<file path="src/rtl/square_game_pkg.sv">
// square_game_pkg: shared types and constants for the square game.
// Holds the motion FSM states, PS/2 scan codes, reset centre and mode codes.
package square_game_pkg;

  typedef enum logic [2:0] {
    ST_IDLE,
    ST_SAMPLE,
    ST_APPLY,
    ST_CLAMP,
    ST_COMMIT
  } state_t;

  localparam logic [7:0] SC_BREAK = 8'hF0;
  localparam logic [7:0] SC_EXT   = 8'hE0;
  localparam logic [7:0] SC_W     = 8'h1D;
  localparam logic [7:0] SC_A     = 8'h1C;
  localparam logic [7:0] SC_S     = 8'h1B;
  localparam logic [7:0] SC_D     = 8'h23;

  // bit positions in the held-key vector
  localparam int KEY_W = 0;
  localparam int KEY_A = 1;
  localparam int KEY_S = 2;
  localparam int KEY_D = 3;

  localparam logic [9:0] CENTER_X0 = 10'd320;
  localparam logic [9:0] CENTER_Y0 = 10'd240;

  localparam logic [1:0] MODE_BTN   = 2'd0;
  localparam logic [1:0] MODE_KEY   = 2'd1;
  localparam logic [1:0] MODE_ACCEL = 2'd2;
  localparam logic [1:0] MODE_AUTO  = 2'd3;

endpackage

</file>
<file path="src/rtl/ps2_key_tracker.sv">
// ps2_key_tracker: PS/2 set-2 make/break decoder for the W/A/S/D keys.
// Ports: clk, rst_n (async low), i_valid/i_code byte strobe, o_held {D,S,A,W}.
module ps2_key_tracker
  import square_game_pkg::*;
(
  input  logic       clk,
  input  logic       rst_n,
  input  logic       i_valid,
  input  logic [7:0] i_code,
  output logic [3:0] o_held
);

  logic       r_brk;
  logic [3:0] r_held;

  always_ff @(posedge clk or negedge rst_n) begin
    if (!rst_n) begin
      r_brk  <= 1'b0;
      r_held <= '0;
    end else if (i_valid) begin
      unique case (i_code)
        SC_BREAK: r_brk <= 1'b1;
        // extended prefix must not cancel a pending break
        SC_EXT:   r_brk <= r_brk;
        SC_W: begin
          r_held[KEY_W] <= !r_brk;
          r_brk         <= 1'b0;
        end
        SC_A: begin
          r_held[KEY_A] <= !r_brk;
          r_brk         <= 1'b0;
        end
        SC_S: begin
          r_held[KEY_S] <= !r_brk;
          r_brk         <= 1'b0;
        end
        SC_D: begin
          r_held[KEY_D] <= !r_brk;
          r_brk         <= 1'b0;
        end
        default: r_brk <= 1'b0;
      endcase
    end
  end

  assign o_held = r_held;

endmodule

</file>
<file path="src/rtl/square_motion_ctrl.sv">
// square_motion_ctrl: per-frame square position sequencer and source arbiter.
// In: clk_25mHz, reset (async low), screen_end, BTNU/L/R/D, ps2_valid/ps2_code,
//     accel_x/y, mode. Out: center_x/y, pos_valid pulse, busy.
module square_motion_ctrl
  import square_game_pkg::*;
#(
  parameter int SCREEN_W    = 640,
  parameter int SCREEN_H    = 480,
  parameter int HALF        = 25,
  parameter int STEP        = 4,
  parameter int ACCEL_SHIFT = 5,
  parameter int MAX_STEP    = 8
) (
  input  logic               clk_25mHz,
  input  logic               reset,
  input  logic               screen_end,
  input  logic               BTNU,
  input  logic               BTNL,
  input  logic               BTNR,
  input  logic               BTND,
  input  logic               ps2_valid,
  input  logic [7:0]         ps2_code,
  input  logic signed [31:0] accel_x,
  input  logic signed [31:0] accel_y,
  input  logic [1:0]         mode,
  output logic [9:0]         center_x,
  output logic [9:0]         center_y,
  output logic               pos_valid,
  output logic               busy
);

  localparam logic signed [4:0]  STEP_D = 5'(STEP);
  localparam logic signed [31:0] MAX_S  = 32'(MAX_STEP);
  localparam logic signed [10:0] X_MIN  = 11'(HALF);
  localparam logic signed [10:0] X_MAX  = 11'(SCREEN_W - 1 - HALF);
  localparam logic signed [10:0] Y_MIN  = 11'(HALF);
  localparam logic signed [10:0] Y_MAX  = 11'(SCREEN_H - 1 - HALF);

  function automatic logic signed [4:0] dir_delta(
    input logic p,
    input logic n
  );
    logic signed [4:0] d;
    d = '0;
    if (p && !n) d = STEP_D;
    else if (n && !p) d = -STEP_D;
    return d;
  endfunction

  function automatic logic signed [4:0] sat_accel(
    input logic signed [31:0] a
  );
    logic signed [31:0] s;
    s = a >>> ACCEL_SHIFT;
    if (s > MAX_S) s = MAX_S;
    else if (s < -MAX_S) s = -MAX_S;
    return s[4:0];
  endfunction

  function automatic logic [9:0] clamp(
    input logic signed [10:0] v,
    input logic signed [10:0] lo,
    input logic signed [10:0] hi
  );
    logic signed [10:0] r;
    if (v < lo) r = lo;
    else if (v > hi) r = hi;
    else r = v;
    return r[9:0];
  endfunction

  state_t r_state, w_next;

  logic [3:0]        r_sync1, r_sync2;
  logic [3:0]        w_held;
  logic signed [4:0] w_btn_dx, w_btn_dy;
  logic signed [4:0] w_key_dx, w_key_dy;
  logic signed [4:0] w_acc_dx, w_acc_dy;
  logic signed [4:0] w_sel_dx, w_sel_dy;
  logic signed [4:0] r_dx, r_dy;
  logic signed [10:0] w_sum_x, w_sum_y;
  logic signed [10:0] r_sum_x, r_sum_y;
  logic [9:0]        r_clp_x, r_clp_y;
  logic [9:0]        r_cx, r_cy;
  logic              r_pos_valid;

  // r_sync*: {D, R, L, U}
  always_ff @(posedge clk_25mHz or negedge reset) begin
    if (!reset) begin
      r_sync1 <= '0;
      r_sync2 <= '0;
    end else begin
      r_sync1 <= {BTND, BTNR, BTNL, BTNU};
      r_sync2 <= r_sync1;
    end
  end

  ps2_key_tracker u_keys (
    .clk     (clk_25mHz),
    .rst_n   (reset),
    .i_valid (ps2_valid),
    .i_code  (ps2_code),
    .o_held  (w_held)
  );

  assign w_btn_dx = dir_delta(r_sync2[2], r_sync2[1]);
  assign w_btn_dy = dir_delta(r_sync2[3], r_sync2[0]);
  assign w_key_dx = dir_delta(w_held[KEY_D], w_held[KEY_A]);
  assign w_key_dy = dir_delta(w_held[KEY_S], w_held[KEY_W]);
  assign w_acc_dx = sat_accel(accel_x);
  assign w_acc_dy = sat_accel(accel_y);

  // auto mode takes a whole (dx,dy) pair from the first active source
  always_comb begin
    w_sel_dx = '0;
    w_sel_dy = '0;
    unique case (mode)
      MODE_BTN: begin
        w_sel_dx = w_btn_dx;
        w_sel_dy = w_btn_dy;
      end
      MODE_KEY: begin
        w_sel_dx = w_key_dx;
        w_sel_dy = w_key_dy;
      end
      MODE_ACCEL: begin
        w_sel_dx = w_acc_dx;
        w_sel_dy = w_acc_dy;
      end
      MODE_AUTO: begin
        if (w_btn_dx != '0 || w_btn_dy != '0) begin
          w_sel_dx = w_btn_dx;
          w_sel_dy = w_btn_dy;
        end else if (w_key_dx != '0 || w_key_dy != '0) begin
          w_sel_dx = w_key_dx;
          w_sel_dy = w_key_dy;
        end else begin
          w_sel_dx = w_acc_dx;
          w_sel_dy = w_acc_dy;
        end
      end
    endcase
  end

  always_ff @(posedge clk_25mHz or negedge reset) begin
    if (!reset) r_state <= ST_IDLE;
    else r_state <= w_next;
  end

  always_comb begin
    w_next = r_state;
    unique case (r_state)
      ST_IDLE:   if (screen_end) w_next = ST_SAMPLE;
      ST_SAMPLE: w_next = ST_APPLY;
      ST_APPLY:  w_next = ST_CLAMP;
      ST_CLAMP:  w_next = ST_COMMIT;
      ST_COMMIT: w_next = ST_IDLE;
      default:   w_next = ST_IDLE;
    endcase
  end

  assign w_sum_x = 11'({1'b0, r_cx}) + {{6{r_dx[4]}}, r_dx};
  assign w_sum_y = 11'({1'b0, r_cy}) + {{6{r_dy[4]}}, r_dy};

  always_ff @(posedge clk_25mHz or negedge reset) begin
    if (!reset) begin
      r_dx        <= '0;
      r_dy        <= '0;
      r_sum_x     <= '0;
      r_sum_y     <= '0;
      r_clp_x     <= CENTER_X0;
      r_clp_y     <= CENTER_Y0;
      r_cx        <= CENTER_X0;
      r_cy        <= CENTER_Y0;
      r_pos_valid <= 1'b0;
    end else begin
      r_pos_valid <= 1'b0;
      unique case (r_state)
        ST_SAMPLE: begin
          r_dx <= w_sel_dx;
          r_dy <= w_sel_dy;
        end
        ST_APPLY: begin
          r_sum_x <= w_sum_x;
          r_sum_y <= w_sum_y;
        end
        ST_CLAMP: begin
          r_clp_x <= clamp(r_sum_x, X_MIN, X_MAX);
          r_clp_y <= clamp(r_sum_y, Y_MIN, Y_MAX);
        end
        ST_COMMIT: begin
          r_cx        <= r_clp_x;
          r_cy        <= r_clp_y;
          r_pos_valid <= 1'b1;
        end
        default: ;
      endcase
    end
  end

  assign center_x  = r_cx;
  assign center_y  = r_cy;
  assign pos_valid = r_pos_valid;
  assign busy      = (r_state != ST_IDLE);

endmodule
</file>
<file path="config.mk">
export PLATFORM = sky130hd
export DESIGN_NAME = square_motion_ctrl
export DESIGN_NICKNAME = d
export VERILOG_FILES = /design/src/rtl/square_game_pkg.sv /design/src/rtl/ps2_key_tracker.sv /design/src/rtl/square_motion_ctrl.sv
export SDC_FILE = /design/constraint.sdc
export NUM_CORES = 1
export LEC_CHECK = 0
export CORE_AREA = 4 4 69 135
export CTS_BUF_LIST = sky130_fd_sc_hd__clkbuf_4 sky130_fd_sc_hd__clkbuf_8
export CTS_CLUSTER_SIZE = 40
export DETAILED_ROUTE_END_ITERATION = 10
export DIE_AREA = 0 0 73 139
export DONT_BUFFER_PORTS = 1
export HOLD_SLACK_MARGIN = 0.02
export PLACE_DENSITY = 0.75
export SYNTH_ARGS = -nofsm -noshare
export SYNTH_HDL_FRONTEND = slang
export SYNTH_SLANG_ARGS = --single-unit
export TNS_END_PERCENT = 10
</file>
<file path="constraint.sdc">
create_clock -name clk_25mHz -period 3.2 [get_ports clk_25mHz]
set_input_delay 0.8 -clock clk_25mHz [delete_from_list [all_inputs] [get_ports clk_25mHz]]
set_output_delay 0.8 -clock clk_25mHz [all_outputs]
set_load 0.01 [all_outputs]
</file>
==> metrics.cfg <==
[synth]
synth_commonest_cells=dfrtp_1 (77), nand2_1 (57), nor2_1 (52)
avgSynthCellArea_um2=9.70
ys.flop_type=dfrtp_1
ys_async_sr_fraction_pct=100
synth_most_common_cell=dfrtp_1
synth_area_leaders=dfrtp_1 (39%), dfstp_2 (6.4%), ha_1 (6.1%)
synth.distinct_cells=58
syn-num-nets=614
synth-seq-area-share_pct=45.7
yosys.area.top_type=dfrtp_1
synthDominantCellAreaShare_pct=39.3
netlist_area_um2=4910
syn_inst=506
yosysWarningCount=0
ys_ff_latch=89
synth_edf_count=0

[sta]
fin_crit_sh_pct=73.4
setup_ws_ns=0.851
worst_pin_slew_ns=0.594
slew_violations=0
fin_skew_ns=0.0107
whs_ns=0.113
setup_viol=0
tns_ns=0
post-route-min-period_ns=2.35
rsz0062_at_grt=false
hold_viol_final=0
slew_headroom_pct=60.2
max_freq_ghz=0.426

[detailed_routing]
postRouteAntennaNets=0
viasPerCell=6.48
wl_per_cell_um=18.6
drt_drc_violations_left=0
wl_um=11300
first_pass_iters=5
vias=3947
drt_iter0_markers=237

[clock_network]
postCtsSetupBuffers=0
cts_tree=yes
clk_path_buf_depth=2
cts_root_buf=clkbuf_8
worstSkewPairLatency_ns=0.37
cts_hold_buf=0
clk_pin_slew_ns=0.09
cts_resized=0
numClockSinks=89
h-tree-depth=3
cts_made_buffers=9

[floorplan]
die_h_um=139
start_util_pct=59.2
core_area_um2=8290
fp.dieArea_um2=10100
io-pin-count=104
fp.dieW_um=73
num_rows=47

[flow_run]
cap_violations=0

[place]
pre_cts_ws_ns=0.858
dp_hpwl_um=8560
dpl_cell_area_um2=5000
io_buffer_count=0
gp_congestion=0.935

[finish]
n_antenna_cell=0
final_area_um2=5250
drive_gt1_share_pct=11.2
layout.nets=614
syn2layout_area_growth_pct=6.93

[hold_path]
hold_class=in2async

[pwr]
totalPowerFinal_mw=4.80
cellLeakagePower_nw=2.25
powerDensity_nw_per_um2=915
ir_worst_vdd_v=0.000380

[critical_path]
path_max_fanout=3
startpoint_type=flop
r2r-start=center_x[1]$_DFFE_PN0P_
r2r_cells=7
crit_arrival_ns=2.58
rr_endpoint=r_sum_x[9]$_DFFE_PN0N_
required_ns=3.43
end_kind=flop
path_class=reg2reg
rrSetupSlack_ns=0.85

[grt]
grt_max_degree=90
gr-total-overflow=0
grt.total_usage_pct=24.0
antenna_found_initial=0
grt_pass1_vias=4284
grt_pass1_wl_um=19400

[outcome]
status=completed

-- state kept, by name, indices dropped and copies added, names as in the netlist --
| name | cells |
|---|---|
| r_sum_x | 11 |
| r_sum_y | 11 |
| center_x | 10 |
| center_y | 10 |
| r_clp_x | 10 |
| r_clp_y | 10 |
| r_dx | 5 |
| r_dy | 5 |
| r_sync1 | 4 |
| r_sync2 | 4 |
| u_keys.o_held | 4 |
| r_state | 3 |
| pos_valid | 1 |
| u_keys.r_brk | 1 |
-- critical path, cell delays in order, from the launching register on --
cell,delay (ns)
dfrtp_1,0.45
ha_1,0.34
a211oi_1,0.25
nor2_1,0.11
o31a_1,0.29
o41ai_1,0.38
mux2i_1,0.28
o211ai_1,0.12
-- placed cells by master (no fill, tap or decap), drive strengths merged, types with 4 or more instances in the layout --
master / synthesis / final
o21a: 16 / 16
o211ai: 5 / 5
nand3: 4 / 4
nand2b: 6 / 6
nor2b: 5 / 5
a22o: 6 / 6
clkbuf: 10 / 11
nor3b: 9 / 9
o31ai: 17 / 17
dfrtp: 77 / 77
inv: 13 / 13
and2: 4 / 4
a21o: 4 / 4
nor3: 20 / 20
o21ai: 35 / 35
a21oi: 24 / 24
nand2: 57 / 57
nor2: 52 / 52
a211oi: 10 / 10
dfstp: 12 / 12
mux2: 20 / 20
mux2i: 5 / 5
or3: 4 / 4
nor4: 11 / 11
ha: 24 / 24
nand4: 16 / 16
-- cell families (layout without fill, tap and decap cells) --
kind of cell	count (synthesis)	in the layout	synth area share [%]
buffers and inverters	28	33	2.24
AND/OR/NAND/NOR	196	196	19.8
multiplexers	25	25	5.61
adder cells (fa/ha/maj)	26	26	6.93
flip-flops	89	89	45.7
XOR/XNOR	3	3	0.535
AO/OA/AOI/OAI	139	139	19.2
-- metrics by stage --
stage,cells,utilization [%]
after floorplan,506,-
after global placement,593,60.3
after detailed placement,593,60.3
after CTS,609,63.3
after global routing,609,63.3
final,609,63.3
-- layout make-up --
| type | count | area [um^2] |
|---|---|---|
| Clock buffer | 11 | 145 |
| Tap cell | 98 | 123 |
| Sequential cell | 89 | 2240 |
| Fill cell | 723 | 3040 |
| Inverter | 14 | 52.6 |
| Timing Repair Buffer | 3 | 22.5 |
| Clock inverter | 5 | 103 |
| Multi-Input combinational cell | 389 | 2560 |
-- power by group --
part	internal (mW)	total, mW	switching, mW
registers	1.57	2.03	0.457
logic	0.810	1.83	1.02
clock network	0.548	0.945	0.397
-- routing by layer --
metal  wire (um)  track usage (%)
met1        4030             25.6
met3         661             5.95
met4         430             12.1
met2        6200             42.0
met5           0                0
-- worst max path at each step --
stage | slack [ns] | cells past startpoint | from | to
6_report | 0.85 | 7 | center_x[1]$_DFFE_PN0P_ | r_sum_x[9]$_DFFE_PN0N_
5_1_grt | 0.72 | 9 | center_y[0]$_DFFE_PN0P_ | r_sum_y[10]$_DFFE_PN0N_
4_1_cts | 0.84 | 7 | center_x[1]$_DFFE_PN0P_ | r_sum_x[9]$_DFFE_PN0N_
3_5_place_dp | 0.86 | 7 | center_x[1]$_DFFE_PN0P_ | r_sum_x[9]$_DFFE_PN0N_
3_3_place_gp | 0.96 | 7 | center_x[1]$_DFFE_PN0P_ | r_sum_x[9]$_DFFE_PN0N_
2_1_floorplan | 1.09 | 6 | accel_y[28] | r_dy[2]$_DFFE_PN0P_
Power figures use the tool's default switching activity.
